### src/rtl/mac_dot_seq_if.sv
// Operand-stream and result handshake bundle for the time-shared 3x3 MAC sequencer.
// The slave side is the sequencer. The master side is the operand producer and result consumer.
interface mac_dot_seq_if #(
  parameter int W    = 5,
  parameter int ACCW = 14
);
  logic            in_valid;
  logic            in_ready;
  logic [W-1:0]    in_a;
  logic [W-1:0]    in_b;
  logic            out_valid;
  logic            out_ready;
  logic [ACCW-1:0] out_sum;

  modport master (
    output in_valid, in_a, in_b, out_ready,
    input  in_ready, out_valid, out_sum
  );

  modport slave (
    input  in_valid, in_a, in_b, out_ready,
    output in_ready, out_valid, out_sum
  );
endinterface

### src/rtl/mac_dot_seq.sv
// Loads TAPS operand pairs, then runs one shared multiplier over them at one tap per cycle.
// Returns the unsigned dot product through a valid/ready result handshake.
module mac_dot_seq #(
  parameter int W    = 5,
  parameter int TAPS = 9,
  parameter int ACCW = 14
) (
  input  logic        clk,
  input  logic        rst,
  mac_dot_seq_if.slave io,
  output logic        busy,
  output logic [3:0]  tap_idx
);

  typedef enum logic [1:0] {LOAD, RUN, DONE} state_t;

  localparam logic [3:0] LAST = 4'(TAPS - 1);

  state_t          state, state_nxt;
  logic [W-1:0]    tap_a [TAPS];
  logic [W-1:0]    tap_b [TAPS];
  logic [3:0]      idx_nxt;
  logic [ACCW-1:0] acc, acc_nxt, sum_nxt;
  logic            busy_nxt;
  logic            tap_we;

  // Full 2W-bit unsigned product, zero-extended to the accumulator width.
  function automatic logic [ACCW-1:0] mul_ext(input logic [W-1:0] a, input logic [W-1:0] b);
    logic [2*W-1:0] p;
    p = {{W{1'b0}}, a} * {{W{1'b0}}, b};
    return {{(ACCW-2*W){1'b0}}, p};
  endfunction

  assign io.in_ready  = (state == LOAD);
  assign io.out_valid = (state == DONE);

  always_comb begin
    state_nxt = state;
    idx_nxt   = tap_idx;
    acc_nxt   = acc;
    sum_nxt   = io.out_sum;
    tap_we    = 1'b0;
    case (state)
      LOAD: begin
        if (io.in_valid) begin
          tap_we = 1'b1;
          if (tap_idx == LAST) begin
            state_nxt = RUN;
            idx_nxt   = 4'd0;
            acc_nxt   = '0;
          end else begin
            idx_nxt = tap_idx + 4'd1;
          end
        end
      end
      RUN: begin
        acc_nxt = acc + mul_ext(tap_a[tap_idx], tap_b[tap_idx]);
        if (tap_idx == LAST) begin
          // Index parks on the last tap so DONE reports TAPS-1.
          sum_nxt   = acc_nxt;
          state_nxt = DONE;
        end else begin
          idx_nxt = tap_idx + 4'd1;
        end
      end
      DONE: begin
        if (io.out_ready) begin
          state_nxt = LOAD;
          idx_nxt   = 4'd0;
        end
      end
      default: state_nxt = LOAD;
    endcase
    busy_nxt = (state_nxt != LOAD);
  end

  always_ff @(posedge clk) begin
    if (rst) begin
      state      <= LOAD;
      tap_idx    <= 4'd0;
      acc        <= '0;
      io.out_sum <= '0;
      busy       <= 1'b0;
    end else begin
      state      <= state_nxt;
      tap_idx    <= idx_nxt;
      acc        <= acc_nxt;
      io.out_sum <= sum_nxt;
      busy       <= busy_nxt;
    end
  end

  // Tap storage is pure data: no reset, written only on accepted beats.
  always_ff @(posedge clk) begin
    if (!rst && tap_we) begin
      tap_a[tap_idx] <= io.in_a;
      tap_b[tap_idx] <= io.in_b;
    end
  end

endmodule

### src/flat_wrapper.sv
// flat-port wrapper written by rule: the top's interface ports become plain ports
module mac_dot_seq_flat 
#(
  parameter int W    = 5,
  parameter int TAPS = 9,
  parameter int ACCW = 14
)
  (clk, rst, busy, tap_idx, io_in_valid, io_in_a, io_in_b, io_out_ready, io_in_ready, io_out_valid, io_out_sum);
  mac_dot_seq_if #(.W(W), .ACCW(ACCW)) io_i ();
  input  logic clk;
  input  logic rst;
  output logic busy;
  output logic [3:0] tap_idx;
  input wire logic [$bits(io_i.in_valid)-1:0] io_in_valid;
  input wire logic [$bits(io_i.in_a)-1:0] io_in_a;
  input wire logic [$bits(io_i.in_b)-1:0] io_in_b;
  input wire logic [$bits(io_i.out_ready)-1:0] io_out_ready;
  output wire logic [$bits(io_i.in_ready)-1:0] io_in_ready;
  output wire logic [$bits(io_i.out_valid)-1:0] io_out_valid;
  output wire logic [$bits(io_i.out_sum)-1:0] io_out_sum;
  assign io_i.in_valid = io_in_valid;
  assign io_i.in_a = io_in_a;
  assign io_i.in_b = io_in_b;
  assign io_i.out_ready = io_out_ready;
  assign io_in_ready = io_i.in_ready;
  assign io_out_valid = io_i.out_valid;
  assign io_out_sum = io_i.out_sum;
  mac_dot_seq #(.W(W), .TAPS(TAPS), .ACCW(ACCW)) u_core (.clk(clk), .rst(rst), .io(io_i), .busy(busy), .tap_idx(tap_idx));
endmodule
### config.mk
export PLATFORM = sky130hd
export DESIGN_NAME = mac_dot_seq_flat
export DESIGN_NICKNAME = d
export VERILOG_FILES = /design/src/rtl/mac_dot_seq_if.sv /design/src/rtl/mac_dot_seq.sv /design/src/flat_wrapper.sv
export SDC_FILE = /design/constraint.sdc
export NUM_CORES = 1
export LEC_CHECK = 0
export BUFFER_PORTS_ARGS = -buffer_cell sky130_fd_sc_hd__buf_2
export CAP_MARGIN = 20
export CORE_MARGIN = 2
export CORE_UTILIZATION = 65
export DETAILED_ROUTE_END_ITERATION = 10
export GPL_TIMING_DRIVEN = 1
export PLACE_DENSITY = 0.93
export SLEW_MARGIN = 20
export SYNTH_ARGS = -nofsm -noshare
export SYNTH_HDL_FRONTEND = slang
export SYNTH_SLANG_ARGS = --single-unit
### constraint.sdc
create_clock -name clk -period 8.21 [get_ports clk]
set_clock_uncertainty 0.1 [all_clocks]
set_input_delay 0.4105 -clock clk [delete_from_list [all_inputs] [get_ports clk]]
set_output_delay 0.4105 -clock clk [all_outputs]
set_load 0.01 [all_outputs]
== Yosys cells after proc, flatten, opt, wreduce, memory -nomap -nowiden ==
Memories as Yosys holds them, arrays and structs flattened. A register that Yosys moved wholly into a read port is not among the register bits.
Cells that the tools add are included.

* Register bits: 35
* Memory bits (writable): 90
* Input bits: 14
* Output and inout bits: 21
* Logic and storage cells: 47
* Memories: 2

{| class="wikitable"
|+ Memories
! name !! depth !! width !! rd ports !! clocked after Yosys merged registers in !! wr ports !! line !! text
|-
| u_core.tap_a || 9 || 5 || 1 || 1 || 1 || mac_dot_seq.sv:20 || <nowiki>logic [W-1:0] tap_a [TAPS];</nowiki>
|-
| u_core.tap_b || 9 || 5 || 1 || 1 || 1 || mac_dot_seq.sv:21 || <nowiki>logic [W-1:0] tap_b [TAPS];</nowiki>
|}

* $add $sub $neg: 2
* Multiply operators: 1
* Equal/unequal tests: 7
* Mux-type cells: 21
* Reductions and logical operators: 9

{| class="wikitable"
|+ Operators by type and width
! operator !! count
|-
| 4-bit two-way mux || 8
|-
| 14-bit two-way mux || 2
|-
| 14-bit one-hot mux with 2 select lines || 1
|-
| 14-bit by 10-bit adder with 14-bit output || 1
|-
| 4-bit one-hot mux with 3 select lines || 1
|-
| 5-bit by 5-bit multiplier with 10-bit output || 1
|-
| 2-bit two-way mux || 4
|-
| 2-bit != test (second input constant) || 3
|-
| 2-bit one-hot mux with 3 select lines || 1
|-
| 4-bit by 1-bit adder with 4-bit output (second input constant) || 1
|-
| 4-bit equality test (second input constant) || 1
|-
| 1-bit two-way mux || 4
|-
| 4-bit AND reduction || 1
|-
| 2-bit nonzero test || 2
|-
| 3-bit AND reduction || 1
|-
| 3-bit nonzero test || 1
|-
| 2-bit by 1-bit equality test with 1-bit output (second input constant) || 1
|-
| 2-bit equality test (second input constant) || 1
|-
| 2-bit zero test || 1
|-
| 2-bit by 1-bit != test with 1-bit output (second input constant) || 1
|-
| 2-bit AND reduction || 1
|-
| 1-bit logical AND || 1
|-
| 1-bit zero test || 1
|}

== Longest topological paths before layout ==
* Depth in word-level cells: 6
* Mapped depth: 18
* Depth with buffers taken out: 17

== Worst setup path after synthesis ==
Ideal clock, no wire load.

* Path kind: reg-to-reg
* Start point: register with a tool-made name
* End point: register u_core.acc[10]
* Setup time: 0.117 ns
* Arrival: 4.825 ns
* Data required time: 7.993 ns
* Slack: 3.168 ns
* Cell stages (with the launch flop): 18
* Path buffers: 1
* Clock period less this slack: 5.042 ns
* Path through: dfxtp_1 -> buf_2 -> mux4_2 -> mux2i_1 -> nor2_1 -> a21oi_1 -> nor2_1 -> fa_1 -> fa_1 -> inv_1 -> fa_1 -> inv_1 -> ha_1 -> a21o_1 -> a221oi_1 -> o21ai_0 -> xor2_1 -> a22o_1

{| class="wikitable"
|+ RTL lines
! what !! line !! text
|-
| to (signal assigned) || mac_dot_seq.sv:87 || <nowiki>acc <= acc_nxt;</nowiki>
|-
| to (decl) || mac_dot_seq.sv:23 || <nowiki>logic [ACCW-1:0] acc, acc_nxt, sum_nxt;</nowiki>
|}

==> qor.csv <==
metric,value,unit
status,finished clean,
max-cap viol count,0,
worst setup path class,reg2reg,
final worst slack,2.004,ns
cts repair resizes,0,
# hold bufs at CTS,0,
Synth Register Bits,129,
"Setup Fix Bufs, Post-CTS",0,
CP max-delay cell,dfxtp_1,
vias post-DR,4271,
Filler Cell Count,501,
Rel. slew slack,0.3086,
Netlist cell types,53,
area of the mapped netlist,0.006142,mm²
area share of the largest cell type after synthesis,0.4400,
Die Y,101.2,µm
vias per cell,6.769,
synthesized netlist cell count,468,
dpl cells,598,
Hold Fails Final Rpt,0,
global-route wire length before repair,24010,µm
Peak VDD IR,0.0001810,V
fin. max-slew vios,0,
HPWL after detailed placement,8573,µm
drt wl/cell,23.84,µm
clock buffer depth,2,
GRT Residual Overflow,0,
WP data required,8.53,ns
vias in the first global route,4441,
chip width,101.2,µm
final setup vio count,0,
"Seq/Total Area, Yosys",0.5671,
"Max FO, Critical Path",20,
Yosys top cell by area,edfxtp_1,
final cell count without fillers,631,
largest net degree at the start of global routing,32,
worst-path cell chain,mux4_2 > mux2i_1 > nor2_1 > a21oi_1 > nor2_1 > fa_1 > fa_1 > inv_1 > fa_1 > inv_1 > ha_1 > and3_1 > a221oi_1 > o21ai_0 > xor2_1 > a22o_1,
final wirelength,15050,µm
Routability Congestion,0.8803,
type of origin of the critical path,flop,
Syn Nets,527,
worst slew pin tran,1.036,ns
clk slew on worst S/H paths,0.07,ns
fmax,0.1611,GHz
Multi-input gate area,0.002441,mm²
Site Rows,35,
initial antenna violation count,1,
Final ANT Viol Nets,0,
Synth warnings,0,
DRC viols,0,
Critical Path AT,6.52,ns
setup TNS,0,ns
pre-CTS setup slack,2.387,ns
H-tree depth,4,
"Primary FF master, synth",edfxtp_1,
Root Driver,clkbuf_8,
I/O pin total,35,
RSZ-0062 raised after global routing,no,
FF+latch area,0.003483,mm²
Total GRT Usage,0.3218,
1st-iter DRT viols,513,
critical path capture point type,flop,
total die area,0.01024,mm²
Core ar.,0.009196,mm²
most frequent cell after synthesis,edfxtp_1,
fraction of registers with async set or reset after synthesis,0,
CTS tree,yes,
top post-synthesis cells by area,"edfxtp_1, dfxtp_1, mux4_2",
P_leak,0.002676,µW
Post-synth EDFFs,90,
share of the clock period used by the worst path,0.7559,
Hold Crit Class,in2reg,
commonest cells in the netlist,"edfxtp_1, nor2_1, dfxtp_1",
area grow syn2layout,13.91,%
Skew-Pair Late Insertion Delay,0.53,ns
number of buffers created by CTS,17,
clk sinks,129,
CP top delay family,adder cells,
Final Critical Period,6.206,ns
IO Port Bufs,34,
layout cell share with drive strength beyond 1,0.1946,
Nets,565,
Crit path top cell by count,fa_1,
DR pass1 iterations,7,
Starting Density,0.6679,
CP peak stage delay,1.00,ns
PwrDens,250.2,mW/mm²
Buf/Inv on CP,2,
syn avg cell area,13.12,µm²
## final cells by class
cell class	count	share of cell area
flip-flops and latches	129	0.4979
diodes	1	0.0003577
repair buffers	37	0.02754
clock buffers	17	0.05919
clock inverters	15	0.02754
well taps	111	0.01985
inverters	35	0.01878
multi-input cells	286	0.3489
## per-layer routing
metal  track usage  wire length, µm  vias up
li1              -                -     1809
met1        0.4109             5478     2048
met2        0.5053             7336      317
met3       0.08144             1378       97
met4        0.1871              852        0
met5             0                0        -
## layout by cell type, fill, tap and decap left out, drive strengths merged, types with 20 or more instances in the layout
| cell | count |
|---|---|
| inv | 43 |
| ha | 28 |
| nor2 | 43 |
| nand2 | 28 |
| buf | 37 |
| dfxtp | 39 |
| mux4 | 20 |
| a21oi | 31 |
| edfxtp | 90 |
## stage by stage
stage          hold slack [ns]  total power [µW]  utilization  instance area (µm²)
2_1_floorplan           0.3459             901.8            -                 6142
3_3_place_gp            0.3453             950.2       0.6946                 6387
3_5_place_dp            0.3514             965.8       0.6946                 6387
4_1_cts                0.06115              1743       0.7605                 6994
5_1_grt                0.08796              1807       0.7608                 6997
6_report               0.06573              1751       0.7608                 6997
## report_power, final
group / internal, µW / total [µW] / switching (µW)
Sequential: 701 / 707 / 5.62
Combinational: 102 / 266 / 164
Clock: 449 / 778 / 329
Total: 1250 / 1750 / 498
## kinds of logic (layout without fill, tap and decap cells)
logic type | Yosys count | count (layout) | synth area share
AOI/OAI and AO/OA | 79 | 79 | 0.08250
DFF | 129 | 129 | 0.5671
buffers and inverters | 53 | 104 | 0.03544
adders and majority gates | 45 | 45 | 0.1124
muxes | 33 | 33 | 0.09452
and+or+nand+nor | 123 | 123 | 0.09941
xor gates and xnor gates | 6 | 6 | 0.008556
other | 0 | 1 | 0
## flip-flops by register name, summed over array words and instances, names as in the netlist, named ones only
signal / count
u_core.acc: 14
u_core.busy: 1
u_core.io.out_sum: 14
u_core.state: 2
u_core.tap_a: 45
u_core.tap_b: 45
u_core.tap_idx: 4
## worst register-to-register path: stages, from the launching register on
cell,delay [ns]
dfxtp_1,1.00
mux4_2,0.47
mux2i_1,0.24
nor2_1,0.08
a21oi_1,0.46
nor2_1,0.19
fa_1,0.55
fa_1,0.56
inv_1,0.06
fa_1,0.55
inv_1,0.06
ha_1,0.39
and3_1,0.22
a221oi_1,0.58
o21ai_0,0.20
xor2_1,0.19
a22o_1,0.22
## path summary, 6_finish.rpt
kind | slack, ns | startpoint | to | cells past startpoint
worst max register to register | 2.00 | flop | u_core.acc[10]$_SDFFE_PP0P_ | 16
worst min-delay path | 0.07 | io_in_a[0] | u_core.tap_a[2][0]$_DFFE_PP_ | 1
worst max-delay path | 2.00 | flop | u_core.acc[10]$_SDFFE_PP0P_ | 16
worst min register to register | 0.36 | u_core.io.out_sum[6]$_SDFFE_PP0P_ | u_core.io.out_sum[6]$_SDFFE_PP0P_ | 2
No activity file was read; power rests on OpenSTA's default activity.
